===== src/rtl/piece_scheduler_if.sv =====
// Bus bundle between piece_scheduler and its consumer.
// The preview signals exist only when PIECE_SCHEDULER_PREVIEW_EN is defined.
interface piece_scheduler_if;
   logic        start;
   logic        seed_load;
   logic [15:0] seed;
   logic        piece_take;
   logic [2:0]  piece;
   logic        piece_valid;
`ifdef PIECE_SCHEDULER_PREVIEW_EN
   logic [2:0]  preview;
   logic        preview_valid;
`endif
   logic [2:0]  bag_count;
   logic        busy;

`ifdef PIECE_SCHEDULER_PREVIEW_EN
   modport master (
      output start, seed_load, seed, piece_take,
      input  piece, piece_valid, preview, preview_valid, bag_count, busy
   );
   modport slave (
      input  start, seed_load, seed, piece_take,
      output piece, piece_valid, preview, preview_valid, bag_count, busy
   );
`else
   modport master (
      output start, seed_load, seed, piece_take,
      input  piece, piece_valid, bag_count, busy
   );
   modport slave (
      input  start, seed_load, seed, piece_take,
      output piece, piece_valid, bag_count, busy
   );
`endif
endinterface


===== src/rtl/piece_scheduler.sv =====
// 7-bag random piece scheduler: Galois LFSR draws, bag flags, bounded retries.
// Define PIECE_SCHEDULER_PREVIEW_EN for a two-entry queue with a preview slot.
module piece_scheduler (
   input  logic              clk,
   input  logic              reset,
   piece_scheduler_if.slave  bus
);

   localparam logic [15:0] LfsrInit = 16'hACE1;
   localparam logic [15:0] LfsrTaps = 16'hB400;

   typedef enum logic [1:0] {StIdle, StDraw, StFull} state_e;

   state_e      state_q, state_d;
   logic [15:0] lfsr_q, lfsr_d;
   logic [6:0]  flags_q, flags_d;
   logic [2:0]  bag_count_q, bag_count_d;
   logic [2:0]  rej_q, rej_d;
   logic [2:0]  head_q, head_d;
   logic        head_vld_q, head_vld_d;
`ifdef PIECE_SCHEDULER_PREVIEW_EN
   logic [2:0]  tail_q, tail_d;
   logic        tail_vld_q, tail_vld_d;
`endif

   logic [2:0]  cand;
   logic [2:0]  lowest_clear;
   logic [2:0]  pick_id;
   logic [7:0]  used_mask;
   logic        drawing;
   logic        accept;
   logic        take;
   logic        full;

   assign cand      = lfsr_q[2:0];
   // ID 7 is never a legal piece, so it is permanently marked as used.
   assign used_mask = {1'b1, flags_q};
   assign drawing   = (state_q == StDraw);
   assign take      = bus.piece_take & head_vld_q;

   always_comb begin
      lowest_clear = 3'd0;
      for (int i = 6; i >= 0; i--) begin
         if (!flags_q[i]) lowest_clear = 3'(i);
      end
   end

   // Seven straight rejections force the lowest free ID on the eighth try.
   always_comb begin
      accept  = 1'b0;
      pick_id = cand;
      if (drawing) begin
         if (rej_q == 3'd7) begin
            accept  = 1'b1;
            pick_id = lowest_clear;
         end else if (!used_mask[cand]) begin
            accept = 1'b1;
         end
      end
   end

   always_comb begin
      lfsr_d = lfsr_q[0] ? ((lfsr_q >> 1) ^ LfsrTaps) : (lfsr_q >> 1);
      if (bus.seed_load) lfsr_d = (bus.seed == 16'h0000) ? LfsrInit : bus.seed;

      flags_d     = flags_q;
      bag_count_d = bag_count_q;
      rej_d       = rej_q;
      if (drawing) begin
         if (accept) begin
            rej_d = 3'd0;
            if (bag_count_q == 3'd6) begin
               flags_d     = 7'd0;
               bag_count_d = 3'd0;
            end else begin
               flags_d     = flags_q | (7'd1 << pick_id);
               bag_count_d = bag_count_q + 3'd1;
            end
         end else begin
            rej_d = rej_q + 3'd1;
         end
      end
   end

`ifdef PIECE_SCHEDULER_PREVIEW_EN
   always_comb begin
      head_d     = head_q;
      head_vld_d = head_vld_q;
      tail_d     = tail_q;
      tail_vld_d = tail_vld_q;
      if (take) begin
         head_d     = tail_q;
         head_vld_d = tail_vld_q;
         tail_d     = 3'd0;
         tail_vld_d = 1'b0;
      end
      // A new ID lands in whichever slot is first free after the shift.
      if (accept) begin
         if (!head_vld_d) begin
            head_d     = pick_id;
            head_vld_d = 1'b1;
         end else begin
            tail_d     = pick_id;
            tail_vld_d = 1'b1;
         end
      end
      full = tail_vld_d;
   end
`else
   always_comb begin
      head_d     = head_q;
      head_vld_d = head_vld_q;
      if (take) begin
         head_d     = 3'd0;
         head_vld_d = 1'b0;
      end
      if (accept) begin
         head_d     = pick_id;
         head_vld_d = 1'b1;
      end
      full = head_vld_d;
   end
`endif

   always_comb begin
      state_d = state_q;
      unique case (state_q)
         StIdle:  if (bus.start) state_d = StDraw;
         StDraw:  if (full) state_d = StFull;
         StFull:  if (take) state_d = StDraw;
         default: state_d = StIdle;
      endcase
   end

   always_ff @(posedge clk) begin
      if (reset) begin
         state_q     <= StIdle;
         lfsr_q      <= LfsrInit;
         flags_q     <= 7'd0;
         bag_count_q <= 3'd0;
         rej_q       <= 3'd0;
         head_q      <= 3'd0;
         head_vld_q  <= 1'b0;
`ifdef PIECE_SCHEDULER_PREVIEW_EN
         tail_q      <= 3'd0;
         tail_vld_q  <= 1'b0;
`endif
      end else begin
         state_q     <= state_d;
         lfsr_q      <= lfsr_d;
         flags_q     <= flags_d;
         bag_count_q <= bag_count_d;
         rej_q       <= rej_d;
         head_q      <= head_d;
         head_vld_q  <= head_vld_d;
`ifdef PIECE_SCHEDULER_PREVIEW_EN
         tail_q      <= tail_d;
         tail_vld_q  <= tail_vld_d;
`endif
      end
   end

   assign bus.piece       = head_q;
   assign bus.piece_valid = head_vld_q;
   assign bus.bag_count   = bag_count_q;
   assign bus.busy        = (state_q == StDraw);
`ifdef PIECE_SCHEDULER_PREVIEW_EN
   assign bus.preview       = tail_q;
   assign bus.preview_valid = tail_vld_q;
`endif

endmodule


===== src/flat_wrapper.sv =====
// flat-port wrapper written by rule: the top's interface ports become plain ports
module piece_scheduler_flat 
  (clk, reset, bus_start, bus_seed_load, bus_seed, bus_piece_take, bus_piece, bus_piece_valid, bus_bag_count, bus_busy);
  piece_scheduler_if bus_i ();
  input  logic clk;
  input  logic reset;
  input wire logic [$bits(bus_i.start)-1:0] bus_start;
  input wire logic [$bits(bus_i.seed_load)-1:0] bus_seed_load;
  input wire logic [$bits(bus_i.seed)-1:0] bus_seed;
  input wire logic [$bits(bus_i.piece_take)-1:0] bus_piece_take;
  output wire logic [$bits(bus_i.piece)-1:0] bus_piece;
  output wire logic [$bits(bus_i.piece_valid)-1:0] bus_piece_valid;
  output wire logic [$bits(bus_i.bag_count)-1:0] bus_bag_count;
  output wire logic [$bits(bus_i.busy)-1:0] bus_busy;
  assign bus_i.start = bus_start;
  assign bus_i.seed_load = bus_seed_load;
  assign bus_i.seed = bus_seed;
  assign bus_i.piece_take = bus_piece_take;
  assign bus_piece = bus_i.piece;
  assign bus_piece_valid = bus_i.piece_valid;
  assign bus_bag_count = bus_i.bag_count;
  assign bus_busy = bus_i.busy;
  piece_scheduler u_core (.clk(clk), .reset(reset), .bus(bus_i));
endmodule

===== config.mk =====
export PLATFORM = sky130hd
export DESIGN_NAME = piece_scheduler_flat
export DESIGN_NICKNAME = d
export VERILOG_FILES = /design/src/rtl/piece_scheduler_if.sv /design/src/rtl/piece_scheduler.sv /design/src/flat_wrapper.sv
export SDC_FILE = /design/constraint.sdc
export NUM_CORES = 1
export LEC_CHECK = 0
export ABC_CLOCK_PERIOD_IN_PS = 1900
export CORE_AREA = 2 2 59 61
export CTS_CLUSTER_SIZE = 30
export DETAILED_ROUTE_END_ITERATION = 6
export DIE_AREA = 0 0 61 63
export GPL_ROUTABILITY_DRIVEN = 0
export HOLD_SLACK_MARGIN = 0.05
export PLACE_DENSITY = 0.82
export SLEW_MARGIN = 40
export SYNTH_ARGS = -nofsm -noshare
export SYNTH_HDL_FRONTEND = slang
export SYNTH_SLANG_ARGS = --single-unit

===== constraint.sdc =====
create_clock -name clk -period 1.9 [get_ports clk]
set_input_delay 0.57 -clock clk [delete_from_list [all_inputs] [get_ports clk]]
set_output_delay 0.57 -clock clk [all_outputs]
set_load 0.02 [all_outputs]

# [After elaboration in Yosys (flattened, before gate mapping)]
# Cells that the tools add are included.
# Widths: inputs -> output; s select.
[totals] reg_bits=35 inputBits=21 output_inout_bits=8
[classes] addsub=2 order_cmp=1 eq_ne=7 shifts=1 mux=28 n_bitwise=3 reduce_logical=5
[op_table] op="$mux 16" count=3
[op_table] op="$mux 3" count=13
[op_table] op="$logic_not 16->1" count=1
[op_table] op="$mux 7" count=1
[op_table] op="$or 7x7->7" count=1
[op_table] op="$shl 1x3->7 const A" count=1
[op_table] op="$add 3x1->3 const B" count=2
[op_table] op="$eq 3x3->1 const B" count=2
[op_table] op="$mux 1" count=6
[op_table] op="$mux 2" count=3
[op_table] op="$pmux 2 s3" count=1
[op_table] op="$lt 3x4->1 const B" count=1
[op_table] op="$ne 2x1->1 const B" count=2
[op_table] op="$not 3->4" count=1
[op_table] op="$bmux 1 s3" count=1
[op_table] op="$reduce_and 3->1" count=1
[op_table] op="$eq 2x1->1 const B" count=1
[op_table] op="$eq 2x2->1 const B" count=1
[op_table] op="$logic_not 2->1" count=1
[op_table] op="$ne 2x2->1 const B" count=1
[op_table] op="$reduce_and 2->1" count=1
[op_table] op="$reduce_bool 2->1" count=1
[op_table] op="$and 1x1->1" count=1

# [Logic depth before layout (Yosys ltp)]
[depth] depth_word=12 depth_mapped=9

# [Worst setup path before layout]
# OpenSTA, ideal clock, no wires.
[synth_timing] path_type="register to register" from="reg u_core.lfsr_q[0]" to="reg u_core.flags_q[1]" setup_time_ps=116 arrival_time_ps=1608 required_time_ps=1784 path_slack_ps=176 path_stages_with_launch=8 path_buffers=2 period_less_slack_ps=1724 path_cell_list="dfxtp_1 > buf_6 > mux4_2 > nand2_2 > and3_1 > buf_4 > a41o_4 > nor2_2"
[synth_via] elab_chain_cells=6
[synth_rtl] element="start, declared" line="piece_scheduler.sv:15" text="logic [15:0] lfsr_q, lfsr_d;"
[synth_rtl] element="start signal, assigned" line="piece_scheduler.sv:138" text="lfsr_q <= LfsrInit;"
[synth_rtl] element="start signal, assigned" line="piece_scheduler.sv:150" text="lfsr_q <= lfsr_d;"
[synth_rtl] element="$bmux 1 s3" line="piece_scheduler.sv:56" text="end else if (!used_mask[cand]) begin"
[synth_rtl] element="$mux 1 (not written as such)" line="piece_scheduler.sv:56"
[synth_rtl] element="$mux 1" line="piece_scheduler.sv:56"
[synth_rtl] element="$mux 1" line="piece_scheduler.sv:53" text="if (rej_q == 3'd7) begin"
[synth_rtl] element="$mux 1" line="piece_scheduler.sv:52" text="if (drawing) begin"
[synth_rtl] element="$reduce_and 2->1 (no line)"
[synth_rtl] element="end signal, assigned" line="piece_scheduler.sv:151" text="flags_q <= flags_d;"
[synth_rtl] element="end, declared" line="piece_scheduler.sv:16" text="logic [6:0] flags_q, flags_d;"
# Parallel ways exist; a longest one is shown, timed or not. The select of a mux whose other input is x is not followed.
# A chain may end at the register's enable or synchronous reset.

# [Worst setup path in the final report]
[layout_timing] from="reg u_core.state_q[1]" to="out bus_busy"
[layout_via] elab_chain_cells=1
[layout_rtl] element="start, declared" line="piece_scheduler.sv:14" text="state_e state_q, state_d;"
[layout_rtl] element="start signal, assigned" line="piece_scheduler.sv:137" text="state_q <= StIdle;"
[layout_rtl] element="start signal, assigned" line="piece_scheduler.sv:149" text="state_q <= state_d;"
[layout_rtl] element="$eq 2x1->1" line="piece_scheduler.sv:166" text="assign bus.busy = (state_q == StDraw);"
[layout_rtl] element="end, declared" line="flat_wrapper.sv:14" text="output wire logic [$bits(bus_i.busy)-1:0] bus_busy;"
# No other way between the ends.

==> results.md <==
* Post-Synth Simple-Gate Area at between 20% and 30%
* Die area at 0.003843 mm^2
* Arr. time, crit path at 1230 ps
* Die H at 63 um
* Largest family of logic cells by synthesized area: simple AND/OR/NAND/NOR gates
* P_sw at 412.1 uW
* Placed cells at 258
* Max-slew violation count at 0
* Die X at just over 60 um
* Worst-Margin Slew at approximately 340 ps
* XOR/XNOR share of the synthesized area at between 1.5 and 2%
* # Max-Cap Violations at 0
* Seq pwr share at about 55%
* Total congestion overflow at 0
* Routed WL per cell at between 10 and 15 um
* 1st-iter DRT viols at 40
* Dominant cells by area after synthesis: dfxtp_1 44%, mux2i_1 5.0%, a21oi_1 4.4%
* Status: complete, no violations
* Hold crit path type: register to register
* Setup_tns at 0 ps
* Cell Chain, Critical Path: nand2b_1, inv_2, clkdlybuf4s15_1
* Register area share after synthesis at 44.06%
* Hold_buf cts at 0
* Hold_sp: u_core.rej_q[1]$_SDFFE_PP0P_
* # DRC at 0
* Compound-Gate Fraction of Synth Area at a little under a fifth
* Pwr/cell area at between 700 and 800 mW/mm^2
* Predominant post-synthesis flop cell: dfxtp_1
* Pleak at 0.0008438 uW
* Fin nets at approximately 240
* Clock skew at a little over 5 ps
* Design area at 0.002064 mm^2
* Syn Area/Cell at about 8.9 um^2
* Core area at approximately 0.0032 mm^2
* Syn nets at 201
* H-tree levels at 2
* Worst path required time at 1330 ps
* Via count at around 1.4k
* Power Total at approximately 1500 uW
* Final Hold Vio Count at 0
* Min Tclk post-route at between 1500 and 2000 ps
* Final setup viols at 0
* Global-route wire length before repair at roughly 5600 um
* Synthesized cell area at between 0.0015 and 0.002 mm^2
* Initial Utilization at 49.21%
* Largest net degree at the start of global routing at 12
* Unique masters post-synth at 45
* Routed wire length at approximately 3400 um
* Internal power at 1050 uW
* Top-area cell type share of the netlist area at ~44%
* Area leader, netlist: dfxtp_1
* Max Clk Rate at between 0.5 and 0.6 GHz
* Yosys reg bits at 35
* CTS tree: built
* Layout cells sized above 1 at between 15 and 20%
* Max incr delay on CP at about 350 ps
* Vias per std cell at approximately 5.3
* Clock Sinks at 35
* Cell count after synthesis at 178
* Number of fill cells at about 300
* Synth warn at 0
* CP max-delay cell: dfxtp_1
* DP Area at about 0.0020 mm^2
* CP bufs+invs at 2
* Crit path kind: register to output port
* Ys async rst share at 0%
* Root buf cell: clkbuf_4
* Ant diodes at 0
* Crit path max fanout at 5
* Clock network power share at approximately a quarter
* Skew-Pair Late Insertion Delay at approximately 340 ps
* Port Buf Inserts at 28
* Max IR drop VDD at roughly 410 uV
* CP startpoint kind: register
* Vias in the first global route at between 1k and 1.5k
* Combinational power share at 18.3%
* Post-synth EDFFs at 0
* FF-to-FF Start: u_core.rej_q[0]$_SDFFE_PP0P_
* Worst Setup End Kind: output port
* Core Rows at 21
* Ports at 29
* Total clock buffers created by CTS at 5
* Fraction of synthesized area in multiplexers at under 10%
* 1st-pass router iterations at 4
* Sw Ratio at about 28%
* Max Buffers Root-to-Sink at 2
* Adder-cell share of the synthesized area at under 10%
* Dpl hpwl at ~2600 um
* GRT Util Overall at a little under 20%
* CP delay by family, top: buffers and inverters
* Area Overhead vs Synth at 29.82%
* Post-route insts no fill at between 200 and 300
* RSZ-0062 raised after global routing: true
* Final Cycle Share at between 90% and 100%
* Initial antenna violation count at 0
* Worst-path clk slew at 100 ps
* Relative slew slack at 76.93%
* Detail Route Antenna Nets at 0
* Crit path launch: u_core.state_q[1]$_SDFFE_PP0P_
[cell type report]
type | instances | area (um^2) | share of cell area (%)
clock inverters | 3 | 15.01 | 0.7273
flip-flops and latches | 35 | 703.2 | 34.06
multi-input cells | 131 | 852.1 | 41.27
inverters | 5 | 18.77 | 0.9091
well taps | 46 | 57.56 | 2.788
repair buffers | 41 | 380.4 | 18.42
clock buffers | 5 | 37.54 | 1.818
[final timing paths]
check | to | slack, ps | depth (start not counted)
setup / recovery | bus_busy | 100 | 3
hold / removal | u_core.rej_q[1]$_SDFFE_PP0P_ | 460 | 2
setup reg to reg | u_core.flags_q[5]$_SDFFE_PP0P_ | 100 | 8
hold reg to reg | u_core.rej_q[1]$_SDFFE_PP0P_ | 460 | 2
[cells by family after synthesis]
kind of cell,Yosys count
flops,35
compound gates,44
simple gates,72
fa+ha+maj,2
buf+inv,12
xor+xnor,3
mux,10
[cell usage after synthesis (all sizes together), types with 3 or more instances]
master / number
a21oi: 15
nor2: 24
o21ai: 4
inv: 5
dfxtp: 35
nand2: 16
nand3: 7
nand2b: 11
o22ai: 8
clkbuf: 4
mux2i: 8
buf: 3
nor4: 4
a31oi: 7
[per-stage QoR]
step / hold slack, ps / utilization [%] / worst slack [ps]
2_1_floorplan: 432.7 / - / 176.1
6_report: 463.1 / 63.88 / 102.5
3_5_place_dp: 449.9 / 61.52 / -128.8
5_1_grt: 492.9 / 63.88 / -13.43
3_3_place_gp: 442.6 / 61.52 / -69.13
4_1_cts: 464.6 / 62.99 / 5.615
[what timing repair did]
item                                    CTS  global route
endpoints found under the setup margin   11            12
setup buffers                             0             0
gates resized for setup                   6            10
[flip-flops by register name (all words and copies together), names as in the netlist]
name                    cells
u_core.lfsr_q              16
u_core.flags_q              7
u_core.bus.bag_count        3
u_core.bus.piece            3
u_core.rej_q                3
u_core.state_q              2
u_core.bus.piece_valid      1
[metal layers]
layer / wire length [um] / vias to the layer above / global-route usage, % / part of all wire [%]
met4: 66 / 0 / 8.696 / 2.0
met3: 135 / 6 / 4.969 / 4.0
li1: - / 724 / - / -
met5: 0 / - / 0 / 0
met2: 1634 / 29 / 30.38 / 48
met1: 1539 / 640 / 24.13 / 46
[power groups by stage]
stage	sequential (uW)	combinational (uW)	clock, uW
2_1_floorplan	823	154	0
3_3_place_gp	823	264	0
3_5_place_dp	824	269	0
4_1_cts	807	266	405
5_1_grt	814	294	438
6_report	808	267	387
[worst min-delay path: stages, from the launching register on]
cell and delay [ps]:
dfxtp_1 330, nand2_1 50, a21oi_1 50
[placed cells by master, fill, tap and decap left out, types with 7 or more instances in the layout]
| cell type | instances |
|---|---|
| a21oi_1 | 13 |
| a31oi_1 | 7 |
| buf_4 | 13 |
| clkdlybuf4s50_1 | 20 |
| dfxtp_1 | 33 |
| mux2i_1 | 8 |
| nand2_1 | 15 |
| nand2b_1 | 11 |
| nor2_1 | 17 |
| o22ai_1 | 8 |
Note: power is estimated with default switching activity, not from simulation.
